$ cat src/rtl/icache_refill.sv
// Instruction-cache refill engine: fetches one line as sequential single-beat word reads.
// Optional macro ICACHE_REFILL_CRITICAL_WORD_FIRST_EN starts each fill at the missed word.
module icache_refill #(
    parameter int LINE_WORDS = 16,
    parameter int OFF_W      = 4
) (
    input  logic                      clk,
    input  logic                      rst_n,
    input  logic                      req_valid,
    input  logic [31:0]               req_addr,
    output logic                      line_ready,
    output logic [32*LINE_WORDS-1:0]  line_data,
    output logic                      bus_req_valid,
    output logic [31:0]               bus_req_addr,
    input  logic                      bus_req_ready,
    input  logic                      bus_resp_valid,
    input  logic [31:0]               bus_resp_data
);

    localparam int BASE_LSB = OFF_W + 2;

    typedef enum logic [1:0] {IDLE, ISSUE, WAIT, DONE} state_t;

    state_t                 state;
    state_t                 state_next;
    logic [31-BASE_LSB:0]   line_base;
    logic [OFF_W-1:0]       offset;
    logic [OFF_W-1:0]       start_offset;
    logic [OFF_W:0]         count;
    logic                   abort;
    logic                   abort_next;
    logic                   accept;
    logic                   store;
    logic                   hold_ok;
    logic                   last_beat;
    logic                   unused_addr_bits;

`ifdef ICACHE_REFILL_CRITICAL_WORD_FIRST_EN
    assign start_offset = req_addr[BASE_LSB-1:2];
`else
    assign start_offset = '0;
`endif
    assign unused_addr_bits = ^req_addr[BASE_LSB-1:0];

    // The cache must keep presenting the same line for the whole fill.
    assign hold_ok   = (req_valid == 1'b1) && (req_addr[31:BASE_LSB] == line_base);
    assign last_beat = (count == (OFF_W+1)'(LINE_WORDS - 1));

    assign bus_req_addr = {line_base, offset, 2'b00};

    always_ff @(posedge clk or negedge rst_n) begin
        if (!rst_n) begin
            state <= IDLE;
            abort <= 1'b0;
        end else begin
            state <= state_next;
            abort <= abort_next;
        end
    end

    always_comb begin
        state_next    = state;
        abort_next    = abort;
        accept        = 1'b0;
        store         = 1'b0;
        line_ready    = 1'b0;
        bus_req_valid = 1'b0;
        case (state)
            IDLE: begin
                abort_next = 1'b0;
                if (req_valid == 1'b1) begin
                    accept     = 1'b1;
                    state_next = ISSUE;
                end
            end
            ISSUE: begin
                bus_req_valid = 1'b1;
                if (hold_ok) abort_next = abort;
                else         abort_next = 1'b1;
                // A handshake always wins over an abort in the same cycle.
                if (bus_req_ready == 1'b1) begin
                    state_next = WAIT;
                end else if (abort_next) begin
                    state_next = IDLE;
                    abort_next = 1'b0;
                end
            end
            WAIT: begin
                if (hold_ok) abort_next = abort;
                else         abort_next = 1'b1;
                if (bus_resp_valid == 1'b1) begin
                    if (abort_next) begin
                        state_next = IDLE;
                        abort_next = 1'b0;
                    end else begin
                        store      = 1'b1;
                        state_next = last_beat ? DONE : ISSUE;
                    end
                end
            end
            DONE: begin
                line_ready = 1'b1;
                state_next = IDLE;
            end
            default: state_next = IDLE;
        endcase
    end

    always_ff @(posedge clk or negedge rst_n) begin
        if (!rst_n) begin
            line_base <= '0;
            offset    <= '0;
            count     <= '0;
            line_data <= '0;
        end else begin
            if (accept) begin
                line_base <= req_addr[31:BASE_LSB];
                offset    <= start_offset;
                count     <= '0;
            end
            if (store) begin
                offset <= offset + 1'b1;
                count  <= count + 1'b1;
            end
            for (int i = 0; i < LINE_WORDS; i++) begin
                if (store && (offset == OFF_W'(i))) line_data[32*i +: 32] <= bus_resp_data;
            end
        end
    end

endmodule
$ cat config.mk
export PLATFORM = sky130hd
export DESIGN_NAME = icache_refill
export DESIGN_NICKNAME = d
export VERILOG_FILES = /design/src/rtl/icache_refill.sv
export SDC_FILE = /design/constraint.sdc
export NUM_CORES = 1
export LEC_CHECK = 0
export ABC_AREA = 1
export CAP_MARGIN = 15
export CORE_AREA = 4 4 352 181
export CTS_CLUSTER_DIAMETER = 80
export CTS_CLUSTER_SIZE = 14
export DETAILED_ROUTE_END_ITERATION = 7
export DIE_AREA = 0 0 356 185
export GPL_TIMING_DRIVEN = 0
export PLACE_DENSITY = 0.69
export REMOVE_ABC_BUFFERS = 1
export SYNTH_ARGS = -nofsm -noshare
export SYNTH_HDL_FRONTEND = slang
export SYNTH_SLANG_ARGS = --single-unit
$ cat constraint.sdc
create_clock -name clk -period 2.8 [get_ports clk]
set_clock_uncertainty 0.1 [all_clocks]
set_input_delay 0.28 -clock clk [delete_from_list [all_inputs] [get_ports clk]]
set_output_delay 0.28 -clock clk [all_outputs]
set_load 0.005 [all_outputs]
* Yosys cells after proc, flatten, opt, wreduce, memory -nomap -nowiden
Index checks and enable logic that the tools add are counted.
Storage, ports and cells: flip-flop bits (word level) 550, input bits 69, word-level logic and storage cells 92
Cells by class: add/subtract/negate cells 2, eq/ne operators 23, mux-type cells 24, reduce and logical (&&, ||, !) cells 22
Operators with widths (number):
- 4-bit == test (second input constant) | 8
- 26-bit == test | 1
- 1-bit logical AND | 17
- 4-bit by 3-bit == test with 1-bit output (second input constant) | 4
- 1-bit two-way mux | 12
- 2-bit two-way mux | 6
- 5-bit two-way mux | 2
- 4-bit by 2-bit == test with 1-bit output (second input constant) | 2
- 4-bit two-way mux | 2
- 2-bit case mux with 4 select lines | 1
- 5-bit by 1-bit adder with 5-bit output (second input constant) | 1
- 5-bit by 4-bit == test with 1-bit output (second input constant) | 1
- 4-bit by 1-bit adder with 4-bit output (second input constant) | 1
- 2-bit == test (second input constant) | 2
- 4-bit by 1-bit == test with 1-bit output (second input constant) | 1
- 4-bit logical NOT | 1
- 2-bit != test (second input constant) | 2
- 3-bit != test (second input constant) | 1
- 1-bit case mux with 3 select lines | 1
- 3-bit AND reduction | 1
- 3-bit nonzero test | 1
- 2-bit by 1-bit == test with 1-bit output (second input constant) | 1
- 2-bit logical NOT | 1
- 2-bit nonzero test | 1

* Logic depth before layout (Yosys ltp)
word-level depth 8, mapped depth 14

* Worst setup path after synthesis
Ideal clock, no wire load.
kind register -> register, from register state[0], to register count[1], setup time 0.067 ns, data arrival time 1.757 ns, slack 0.877 ns, cell stages (with the launch flop) 9, cell sequence dfrtp_1 > inv_1 > ha_1 > buf_4 > buf_4 > inv_1 > nor3_1 > nand3_1 > nand2_1
Between the ends: cells in the longest elaborated chain, start to end 3
RTL lines:
- start, declared | RTL line 24 | state_t state;
- start signal, assigned | RTL line 56 | state <= state_next;
- 2-bit == test or 2-bit logical NOT (tied branches) | RTL line 68 | case (state)
- 1-bit two-way mux | RTL line 68
- 5-bit two-way mux or 2-bit nonzero test (tied branches)
- end signal, assigned | RTL line 123 | count <= count + 1'b1;
- end, declared | RTL line 29 | logic [OFF_W:0] count;
Parallel ways exist; a longest one is shown, timed or not. A chain may end at the register's enable or synchronous reset.

* Final worst setup path
from register offset[0], to register line_data[347]
Between the ends: cells in the longest elaborated chain, start to end 2
RTL lines:
- start, declared | RTL line 27 | logic [OFF_W-1:0] offset;
- start signal, assigned | RTL line 118 | offset <= start_offset;
- start signal, assigned | RTL line 122 | offset <= offset + 1'b1;
- 4-bit == test | RTL line 126 | if (store && (offset == OFF_W'(i))) line_data[32*i +: 32] <= bus_resp_data;
- 1-bit logical AND | RTL line 126
- end signal, assigned by index | RTL line 126
- end, declared | RTL line 12 | output logic [32*LINE_WORDS-1:0] line_data,
No other way between the ends.

==> metrics.md <==
| Metric | Value |
|---|---|
| Status | `finished with violations` |
| Violated checks | `setup timing` |
| Fmax | `340.9 MHz` |
| Most common cell after layout, fill and taps aside | `nand2_1` |
| Post-Synthesis Cell Area | `about 0.021 mm^2` |
| Die area | `between 0.06 and 0.07 mm^2` |
| # diodes | `0` |
| Register area | `roughly 0.014 mm^2` |
| Fillcell total | `5447` |
| Grt total ovfl | `0` |
| Hpwl dp | `approximately 51000 um` |
| Sink Count | `550` |
| H-tree levels | `2` |
| Core area | `0.06054 mm^2` |
| Worst path depth | `6` |
| Initial DRT Pass Iterations | `5` |
| HP Class | `in -> async` |
| Crit path DAT | `3.30 ns` |
| Synth Register Bits | `between 500 and 600` |
| Worst Path Required | `between 3 and 4 ns` |
| Clock Latency Late Sink | `between 0.5 and 0.6 ns` |
| Most frequent cells in the layout | `626 x nand2_1, 604 x clkdlybuf4s50_1, 550 x dfrtp_1, 498 x o21ai_1, 100 x inv_1` |
| Placed cell area | `0.02774 mm^2` |
| YS warnings | `0` |
| WS Path Type | `reg -> reg` |
| Number of cell rows | `64` |
| DR iter-0 viols | `1617` |
| Fraction of layout cells with a size suffix above 1 | `around 6.1%` |
| Fin. Hold Viols | `0` |
| Max Slew Vio Count | `0` |
| Critical path fanouts, max | `10` |
| Fin area | `0.02947 mm^2` |
| CP Launch Type | `flip-flop` |
| CP max stage cell | `nand4_2` |
| Max Cap Viol | `0` |
| Tightest Pin Transition | `0.9939 ns` |
| Final worst slack | `-0.1337 ns` |
| Ports | `615` |
| Final setup violation count | `between 80 and 90` |
| CP max stage delay | `about 0.9 ns` |
| Post-route insts no fill | `~3500` |
| Pwr dens | `~540 mW/mm^2` |
| Clock Root Buffer | `clkbuf_16` |
| Most frequent CP cell | `inv_1` |
| Port Buffer Count | `slightly above 600` |
| Bufs on Longest Clock Path | `3` |
| CP delay by family, top | `simple AND/OR/NAND/NOR gates` |
| Initial antenna violation count | `1` |
| Syn Inst Count | `2069` |
| Final WL | `between 70000 and 80000 um` |
| Max_slew headroom | `between 30 and 40%` |
| Min Tclk post-route | `2.934 ns` |
| CTS Buf Count | `46` |
| Multi-input gate area | `0.006246 mm^2` |
| Die Span X | `356 um` |
| Final net count | `2721` |
| Vias in the first global route | `between 15000 and 20000` |
| Detailed-route via count | `17660` |
| Vias/cell | `5.091` |
| Area Overhead vs Synth | `40.48%` |
| DRC Markers | `0` |
| Seq/Total Area, Yosys | `65.60%` |
| Placed Cells | `roughly 3400` |
| Vert. Die Dim | `185 um` |
| CP cell instances | `inv_1, ha_1, inv_1, nor2_1, nand4_2, o21ai_1` |
| Leak pwr | `0.01318 uW` |
| CP Buf/Inv Count | `2` |
| Period utilization | `104.8%` |
| R2R depth | `6` |
| CTS tree | `yes` |
| RSZ-0062 raised after global routing | `true` |
| Worst setup EP type | `flip-flop` |
| First-pass GRT wire length | `113400 um` |
| Syn avg cell area | `roughly 10 um^2` |
| Wirelength per Cell | `22.94 um` |
| Post-synth cell types | `28` |
| Gpl congestion | `0.8603` |
| Max IR drop VDD | `364.9 uV` |
| Initial Util | `34.66%` |
| Largest net degree at the start of global routing | `roughly 130` |
| GRT Util Overall | `22.57%` |
| Hold slack | `0.2096 ns` |
| Clk pin slew, worst setup/hold paths | `0.07 ns` |
| Antenna viol nets, final | `0` |
-- worst paths after layout --
check / start / end / slack, ns
worst max-delay path: offset[0] / line_data[347] / -0.13
worst min-delay path: rst_n / line_data[349] / 0.21
worst max register to register: offset[0] / line_data[347] / -0.13
worst min register to register: line_data[40] / line_data[40] / 0.39
max in group asynchronous: rst_n / line_data[344] / 0.70
min in group clk: req_addr[20] / line_base[14] / 0.22
-- synthesized netlist by cell type --
cell type | number | area share (%)
nand2_1 | 632 | 11
dfrtp_1 | 550 | 66
o21ai_1 | 498 | 12
inv_1 | 101 | 1.8
buf_2 | 78 | 1.9
clkbuf_1 | 38 | 0.68
nor2_1 | 37 | 0.66
o21ai_0 | 27 | 0.64
buf_6 | 21 | 1.1
o21ai_2 | 18 | 0.75
nand3_1 | 17 | 0.41
nand4_4 | 16 | 1.6
ha_1 | 12 | 0.72
buf_4 | 5 | 0.18
xnor2_1 | 3 | 0.13
xor2_1 | 3 | 0.13
mux2_2 | 2 | 0.11
a21oi_1 | 1 | 0.024
buf_1 | 1 | 0.018
buf_12 | 1 | 0.095
conb_1 | 1 | 0.018
inv_2 | 1 | 0.018
nand3_2 | 1 | 0.048
nor2_4 | 1 | 0.054
nor3_1 | 1 | 0.024
o21a_1 | 1 | 0.036
o22ai_1 | 1 | 0.030
o31ai_1 | 1 | 0.036
-- power breakdown --
group / switching, uW / leakage (uW) / internal (uW)
registers: 224 / 0.00764 / 8140
logic: 1030 / 0.00493 / 732
clock network: 2850 / 0.000607 / 3000
-- state kept, by name, summed over array words and instances (netlist names) --
register and count:
count 5, state 2, line_base 26, abort 1, offset 4, line_data 512
-- cells by family after synthesis --
| kind of cell | Yosys count | synth area share (%) |
|---|---|---|
| AOI/OAI and AO/OA | 547 | 13.40 |
| xor gates and xnor gates | 6 | 0.2505 |
| adders and majority gates | 12 | 0.7156 |
| buffers and inverters | 246 | 5.785 |
| DFF | 550 | 65.60 |
| muxes | 2 | 0.1073 |
| other | 1 | 0.01787 |
| and+or+nand+nor | 705 | 14.12 |
-- cell type report --
type / instances / share of cell area, %
sequential: 550 / 46.70
timing repair buffer: 652 / 23.11
multi-input combinational: 1288 / 21.19
clock buffer: 47 / 3.990
tap: 825 / 3.502
inverter: 102 / 1.299
clock inverter: 4 / 0.2080
-- repair_timing --
item	4_1_cts	5_1_grt
endpoints found under the setup margin	522	236
gates cloned	8	6
setup buffers	15	6
gates resized for setup	13	2
pin swaps	20	4
endpoints found under the hold margin	84	3
hold buffers	1	1
-- metrics by stage --
| stage | util, % | worst slack (ns) | TNS (ns) | power, uW |
|---|---|---|---|---|
| 2_1_floorplan | - | -0.2001 | -53.65 | 9186 |
| 3_3_place_gp | 45.01 | -22.08 | - | 10060 |
| 3_5_place_dp | 45.83 | -1.576 | -619.75 | 10140 |
| 4_1_cts | 48.41 | -0.1184 | -5.399 | 16050 |
| 5_1_grt | 48.69 | -0.2812 | -22.99 | 16630 |
| 6_report | 48.69 | -0.1337 | -7.338 | 15970 |
-- metal layers --
metal	routed length, um	vias to the layer above	global-route usage [%]
li1	-	7885	-
met1	35200	8830	31.50
met2	35160	814	35.41
met3	7385	126	5.993
met4	1811	0	5.339
met5	0	-	0
Note: power is estimated with default switching activity, not from simulation.
